<file path="config.mk">
export PLATFORM = sky130hd
export DESIGN_NAME = if_fetch
export DESIGN_NICKNAME = d
export VERILOG_FILES = /design/src/rtl/if_fetch.sv
export SDC_FILE = /design/constraint.sdc
export NUM_CORES = 1
export LEC_CHECK = 0
export ABC_AREA = 1
export ABC_CLOCK_PERIOD_IN_PS = 2200
export BUFFER_PORTS_ARGS = -buffer_cell sky130_fd_sc_hd__buf_2
export CAP_MARGIN = 15
export CORE_UTILIZATION = 50
export CTS_CLUSTER_SIZE = 25
export DETAILED_ROUTE_END_ITERATION = 8
export GPL_ROUTABILITY_DRIVEN = 0
export PLACE_DENSITY = 0.88
export SLEW_MARGIN = 10
export SYNTH_ARGS = -nofsm -noshare
export SYNTH_HDL_FRONTEND = slang
export SYNTH_SLANG_ARGS = --single-unit
</file>
<file path="constraint.sdc">
create_clock -name clk -period 2.2 [get_ports clk]
set_input_delay 0.11 -clock clk [delete_from_list [all_inputs] [get_ports clk]]
set_output_delay 0.11 -clock clk [all_outputs]
set_load 0.02 [all_outputs]
</file>
<file path="src/rtl/if_fetch.sv">
// if_fetch: MIPS instruction-fetch stage; owns the PC and fetches one word at a time over a req/ready memory port.
// Latency: a word is presented 1 cycle after memory accepts the request; memory waits add 1:1. Peak rate is 1 word / 2 cycles.
// Backpressure: pc_write=0 holds the presented word indefinitely. The memory port holds imem_addr stable until imem_ready.
//
// Ports:
//   clk, reset                 clock; asynchronous active-low reset
//   pc_write                   IF/ID write enable (0 = stall)
//   branch_taken/target        single-cycle redirect
//   imem_req/addr/rdata/ready  instruction memory read handshake
//   pc/instruction/fetch_valid word presented to IF/ID (fetch_valid=0 means bubble)
module if_fetch #(
  parameter logic [31:0] RESET_PC = 32'h0000_0000,
  parameter logic [31:0] NOP_INSN = 32'h0000_0000
) (
  input  logic        clk,
  input  logic        reset,
  input  logic        pc_write,
  input  logic        branch_taken,
  input  logic [31:0] branch_target,
  output logic        imem_req,
  output logic [31:0] imem_addr,
  input  logic [31:0] imem_rdata,
  input  logic        imem_ready,
  output logic [31:0] pc,
  output logic [31:0] instruction,
  output logic        fetch_valid
);

  localparam logic [1:0] S_REQ  = 2'd0;  // read outstanding at pc_reg
  localparam logic [1:0] S_HOLD = 2'd1;  // presenting a fetched word
  localparam logic [1:0] S_DROP = 2'd2;  // finishing a wrong-path read

  logic [1:0]  state;
  logic [31:0] pc_reg;
  logic [31:0] insn_reg;
  logic [31:0] redirect_pc;
  logic        valid_reg;

  always_ff @(posedge clk or negedge reset) begin
    if (!reset) begin
      state       <= S_REQ;
      pc_reg      <= RESET_PC;
      insn_reg    <= NOP_INSN;
      redirect_pc <= 32'h0000_0000;
      valid_reg   <= 1'b0;
    end else begin
      case (state)
        S_REQ: begin
          if (imem_ready) begin
            if (branch_taken) begin
              // Read completes this edge, so the address is free to move.
              pc_reg <= branch_target;
            end else begin
              insn_reg  <= imem_rdata;
              valid_reg <= 1'b1;
              state     <= S_HOLD;
            end
          end else if (branch_taken) begin
            // Address must stay put until the read finishes; park the target.
            redirect_pc <= branch_target;
            state       <= S_DROP;
          end
        end
        S_HOLD: begin
          // Branch wins over pc_write: the held word is wrong-path.
          if (branch_taken || pc_write) begin
            pc_reg    <= branch_taken ? branch_target : pc_reg + 32'd4;
            valid_reg <= 1'b0;
            insn_reg  <= NOP_INSN;
            state     <= S_REQ;
          end
        end
        S_DROP: begin
          if (imem_ready) begin
            pc_reg <= branch_taken ? branch_target : redirect_pc;
            state  <= S_REQ;
          end else if (branch_taken) begin
            redirect_pc <= branch_target;
          end
        end
        default: state <= S_REQ;
      endcase
    end
  end

  assign imem_req    = reset && (state != S_HOLD);
  assign imem_addr   = pc_reg;
  assign pc          = pc_reg;
  assign instruction = insn_reg;
  assign fetch_valid = valid_reg;

endmodule

</file>
=== Word-level counts from Yosys, hierarchy flattened ===
Cells that the tools add are included.

* Input bits: 69
* Output and inout bits: 98
* Flip-flop bits (word level): 99
* Logic and storage cells: 48

* $add $sub $neg: 1
* Multiplexer cells: 21
* Bitwise logic cells: 1
* Reductions and logical operators: 10
* Equal/unequal tests: 10

{| class="wikitable"
|+ Operator list
! operator !! number
|-
| 32-bit two-way mux || 9
|-
| 32-bit one-hot mux with 3 select lines || 1
|-
| 32-bit one-hot mux with 2 select lines || 1
|-
| 32-bit by 3-bit adder with 32-bit output, second input constant || 1
|-
| 2-bit two-way mux || 5
|-
| 2-bit != test, second input constant || 5
|-
| 4-bit AND reduction || 2
|-
| 3-bit != test, second input constant || 2
|-
| 2-bit one-hot mux with 3 select lines || 1
|-
| 5-bit AND reduction || 1
|-
| 1-bit two-way mux || 3
|-
| 3-bit nonzero test || 1
|-
| 2-bit by 1-bit == test with 1-bit output, second input constant || 1
|-
| 2-bit == test, second input constant || 1
|-
| 2-bit logical NOT || 1
|-
| 2-bit by 1-bit != test with 1-bit output, second input constant || 1
|-
| 1-bit one-hot mux with 2 select lines || 1
|-
| 2-bit AND reduction || 1
|-
| 2-bit nonzero test || 1
|-
| 2-bit OR reduction || 1
|-
| 1-bit logical AND || 1
|-
| 1-bit logical OR || 1
|-
| 1-bit NOT || 1
|}

=== Longest topological paths before layout ===
* Depth in word-level cells: 4
* Gate-level depth with buffers: 14

=== Worst setup path before layout ===
No wires, ideal clock.

* Path kind: register to register
* Start: register state[1]
* End: register valid_reg, in the netlist fetch_valid
* Clock period less this slack: 1,800 ps
* Slack: 400 ps
* Stages on the path, launching flop included: 12
* Library setup time: 125 ps
* Arrival time: 1,674 ps
* Path through: dfrtp_1 -> inv_1 -> ha_1 -> buf_4 -> inv_4 -> nor2_4 -> inv_2 -> nor2_8 -> inv_2 -> and3_4 -> buf_6 -> mux2_4

* Cells in the longest elaborated chain, start to end: 3

{| class="wikitable"
|+ Ends and longest elaborated chain
! what !! RTL line !! source
|-
| from (decl) || 33 || <nowiki>logic [1:0] state;</nowiki>
|-
| from (signal assigned) || 41 || <nowiki>state <= S_REQ;</nowiki>
|-
| from (signal assigned) || 56 || <nowiki>state <= S_HOLD;</nowiki>
|-
| from (signal assigned) || 61 || <nowiki>state <= S_DROP;</nowiki>
|-
| 2-bit by 1-bit == test with 1-bit output or 2-bit logical NOT (tied branches) || 47 || <nowiki>case (state)</nowiki>
|-
| 2-bit != test (no line) or 2-bit nonzero test (tied branches) || -- ||
|-
| 4-bit AND reduction (no line) || -- ||
|-
| to (signal assigned) || 45 || <nowiki>valid_reg <= 1'b0;</nowiki>
|-
| to (signal assigned) || 55 || <nowiki>valid_reg <= 1'b1;</nowiki>
|-
| to (signal assigned) || 68 || <nowiki>valid_reg <= 1'b0;</nowiki>
|-
| to (decl) || 37 || <nowiki>logic valid_reg;</nowiki>
|}

Parallel ways exist; a longest one is shown, timed or not.
A chain may end at the register's enable or synchronous reset.

=== Worst setup path in the final report ===
* Start: register pc_reg[2], in the netlist imem_addr[2]
* End: register pc_reg[30], in the netlist imem_addr[30]

* Cells in the longest elaborated chain, start to end: 4

{| class="wikitable"
|+ Ends and longest elaborated chain
! what !! RTL line !! source
|-
| from (decl) || 34 || <nowiki>logic [31:0] pc_reg;</nowiki>
|-
| from (signal assigned) || 52 || <nowiki>pc_reg <= branch_target;</nowiki>
|-
| from (signal assigned) || 67 || <nowiki>pc_reg <= branch_taken ? branch_target : pc_reg + 32'd4;</nowiki>
|-
| from (signal assigned) || 75 || <nowiki>pc_reg <= branch_taken ? branch_target : redirect_pc;</nowiki>
|-
| 32-bit by 3-bit adder with 32-bit output || 67 ||
|-
| 32-bit two-way mux || 67 ||
|-
| 32-bit two-way mux || 66 || <nowiki>if (branch_taken || pc_write) begin</nowiki>
|-
| 32-bit one-hot mux with 3 select lines || 47 ||
|}

Every way passes these cells. The select of a mux whose other input is x is not followed.

==> results.yml <==
detailed_routing:
  detail_route.first_pass.iterations: 5
  wl_um: 16600
  vias: 6292
  ant_nets: 0
  drc: 0
  viasPerCell: 5.32
  drtIter0Drc: 544
  drt-wirelength-per-cell_um: 14.0
finish:
  finalNonFillerCells: 1182
  nets: 1104
  syn_to_final_growth_pct: 18.0
  diodes: 0
  layout-drive-gt1-share: 0.204
  fin_area_um2: 7300
pwr:
  combPwrFrac: 0.537
  power_mw: 11.0
  netSwitchingFraction: 0.497
  p_clk_frac: 0.150
  p_seq_frac: 0.313
  leakage_nw: 3.77
  power.density_cell_area_nw_per_um2: 1510
  p_sw_mw: 5.49
  internal-power_mw: 5.56
  peakVddDrop_uv: 820
timing:
  setup_viol: 0
  rsz0062_at_grt: "false"
  timing.fmax_ghz: 0.513
  period_share: 0.885
  hold_violations: 0
  drv_slew: 0
  finClkSkew_ns: 0.00835
  setup_tns_ns: 0
  max_slew_margin: 0.579
  fin_crit_ns: 1.95
  tightest_slew_ns: 0.631
global_route:
  grt_pass1_vias: 5841
  grt_pass1_wl_um: 27700
  grtUsageTotal: 0.269
  overflow: 0
  grt_max_degree: 65
  grt_antenna_before_repair: 0
run_status:
  status: "completed"
placement:
  dp_hpwl_um: 11000
  io_buffers: 166
  dp_cells: 1155
  place_area_um2: 6870
die:
  std_cell_rows: 40
  io_pins: 167
  start_util: 0.515
  chipWidth_um: 113
  die-height_um: 113
  dieArea_um2: 12800
  coreArea_um2: 12000
critical_path:
  critPathLaunchType: "flop"
  rrSetupSlack_ns: 0.25
  crit_path_end_kind: "flop"
  critPathArrivalTime_ns: 2.20
  required_ns: 2.45
  critPathMaxFanout: 6
  crit_type: "reg -> reg"
job:
  maxCapViolCount: 0
logic_synthesis:
  synthCells: 904
  synth_edf_count: 0
  synth_common_cells: "nand2_1, o21ai_0, dfrtp_1"
  yosysMostFrequentCell: "nand2_1"
  synth_ff_type: "dfrtp_1"
  synth_top_area_share: 0.401
  ys_types: 35
  syn_avg_cell_area_um2: 6.84
  syn-cell-area_um2: 6180
  synth_warnings: 0
  synthTopCellsByArea: "dfrtp_1, nand2_1, o21ai_0, inv_1, nand3_1"
  synth_seq_cells: 99
  synthArstFlopShare: 1.00
  synth_area_leader_cell: "dfrtp_1"
  syn_nets: 978
  synth.yosys.seq_area_share: 0.401
hold_path:
  hold_class: "in -> reg"
clock_network:
  cts_root_buf: "clkbuf_16"
  cts_sinks: 99
  clk_latency_ns: 0.35
  postCtsSetupBuffers: 0
  cts_tree: "built"
  clk_path_buf_depth: 2
  htree_num_levels: 3
  clk_pin_slew_worst_paths_ns: 0.07
  cts_buffers: 9
[power groups by stage]
stage | clock network (mW) | logic, mW | registers (mW)
after floorplan | 0 | 3.93 | 3.94
after global placement | 0 | 5.70 | 3.43
after detailed placement | 0 | 5.85 | 3.44
after CTS | 1.68 | 5.89 | 3.43
after global routing | 1.76 | 6.63 | 3.55
final | 1.65 | 5.94 | 3.46
[worst max-delay path, cell delays in order (launching register included)]
cell	delay (ns)
dfrtp_1	0.46
ha_1	0.24
nand3_1	0.15
inv_1	0.13
nand2_1	0.19
nor2_2	0.20
nand2_1	0.08
nand2_1	0.05
nand2_1	0.05
nand2_1	0.06
nand2_1	0.05
nand2_1	0.05
nand2_1	0.05
nand2_1	0.05
nand2_1	0.04
[per-stage QoR]
step | worst slack [ns] | hold slack (ns) | util
global route | 0.0368 | 0.0187 | 0.608
global placement | 0.299 | 0.0783 | 0.572
floorplan | 0.400 | -0.186 | -
detailed placement | 0.227 | 0.0806 | 0.572
CTS | 0.185 | 0.000191 | 0.607
finish | 0.252 | 0.00626 | 0.608
[registers in the layout, indices dropped and copies added, names as in the netlist]
| signal | count |
|---|---|
| fetch_valid | 1 |
| state | 2 |
| imem_addr | 32 |
| redirect_pc | 32 |
| instruction | 32 |
[placed cells by master, fill, tap and decap left out, drive strengths merged, types with 4 or more instances in the layout]
cell type      n
o22ai          4
dfrtp         99
o21bai         5
nor2          77
o21ai        138
nand2        285
buf          179
clkbuf        10
dlygate4sd3   11
a21oi         36
nand3         60
inv          103
ha             5
[repair_timing]
| item | in CTS | in global routing |
|---|---|---|
| hold buffers | 11 | 0 |
| gates resized for setup | 0 | 3 |
| endpoints found under the hold margin | 38 | 0 |
| endpoints found under the setup margin | 0 | 4 |
[layer usage]
layer | track usage | wire length, um | up-vias
met5 | 0 | 0 | -
met4 | 0.0974 | 362 | 0
met3 | 0.0359 | 1350 | 30
met2 | 0.450 | 7750 | 310
met1 | 0.357 | 7130 | 2851
li1 | - | - | 3101
[area by class of cell]
class,count,area [um^2]
Sequential cell,99,2480
Clock inverter,6,72.6
Tap cell,147,184
Inverter,101,382
Timing Repair Buffer,190,1080
Multi-Input combinational cell,629,2870
Fill cell,1091,4710
Clock buffer,10,239
[worst paths after layout]
check                                            from                          end  depth (start not counted)
setup / recovery             imem_addr[2]$_DFFE_PN0P_    imem_addr[30]$_DFFE_PN0P_                         14
hold / removal                          imem_rdata[9]   instruction[9]$_DFFE_PN0P_                          3
setup reg to reg             imem_addr[2]$_DFFE_PN0P_    imem_addr[30]$_DFFE_PN0P_                         14
hold reg to reg            redirect_pc[3]$_DFFE_PN0P_   redirect_pc[3]$_DFFE_PN0P_                          2
max in group asynchronous                       reset  instruction[13]$_DFFE_PN0P_                          3
min in group asynchronous                       reset    imem_addr[25]$_DFFE_PN0P_                          2
[cells by family (layout without fill, tap and decap cells)]
group / count (synthesis) / after routing / share of synthesized area
xor gates and xnor gates: 4 / 4 / 0.00567
adders and majority gates: 5 / 5 / 0.0101
AOI/OAI and AO/OA: 192 / 192 / 0.162
and+or+nand+nor: 427 / 427 / 0.281
muxes: 1 / 1 / 0.00243
buffers and inverters: 176 / 307 / 0.138
DFF: 99 / 99 / 0.401
Power figures use the tool's default switching activity.
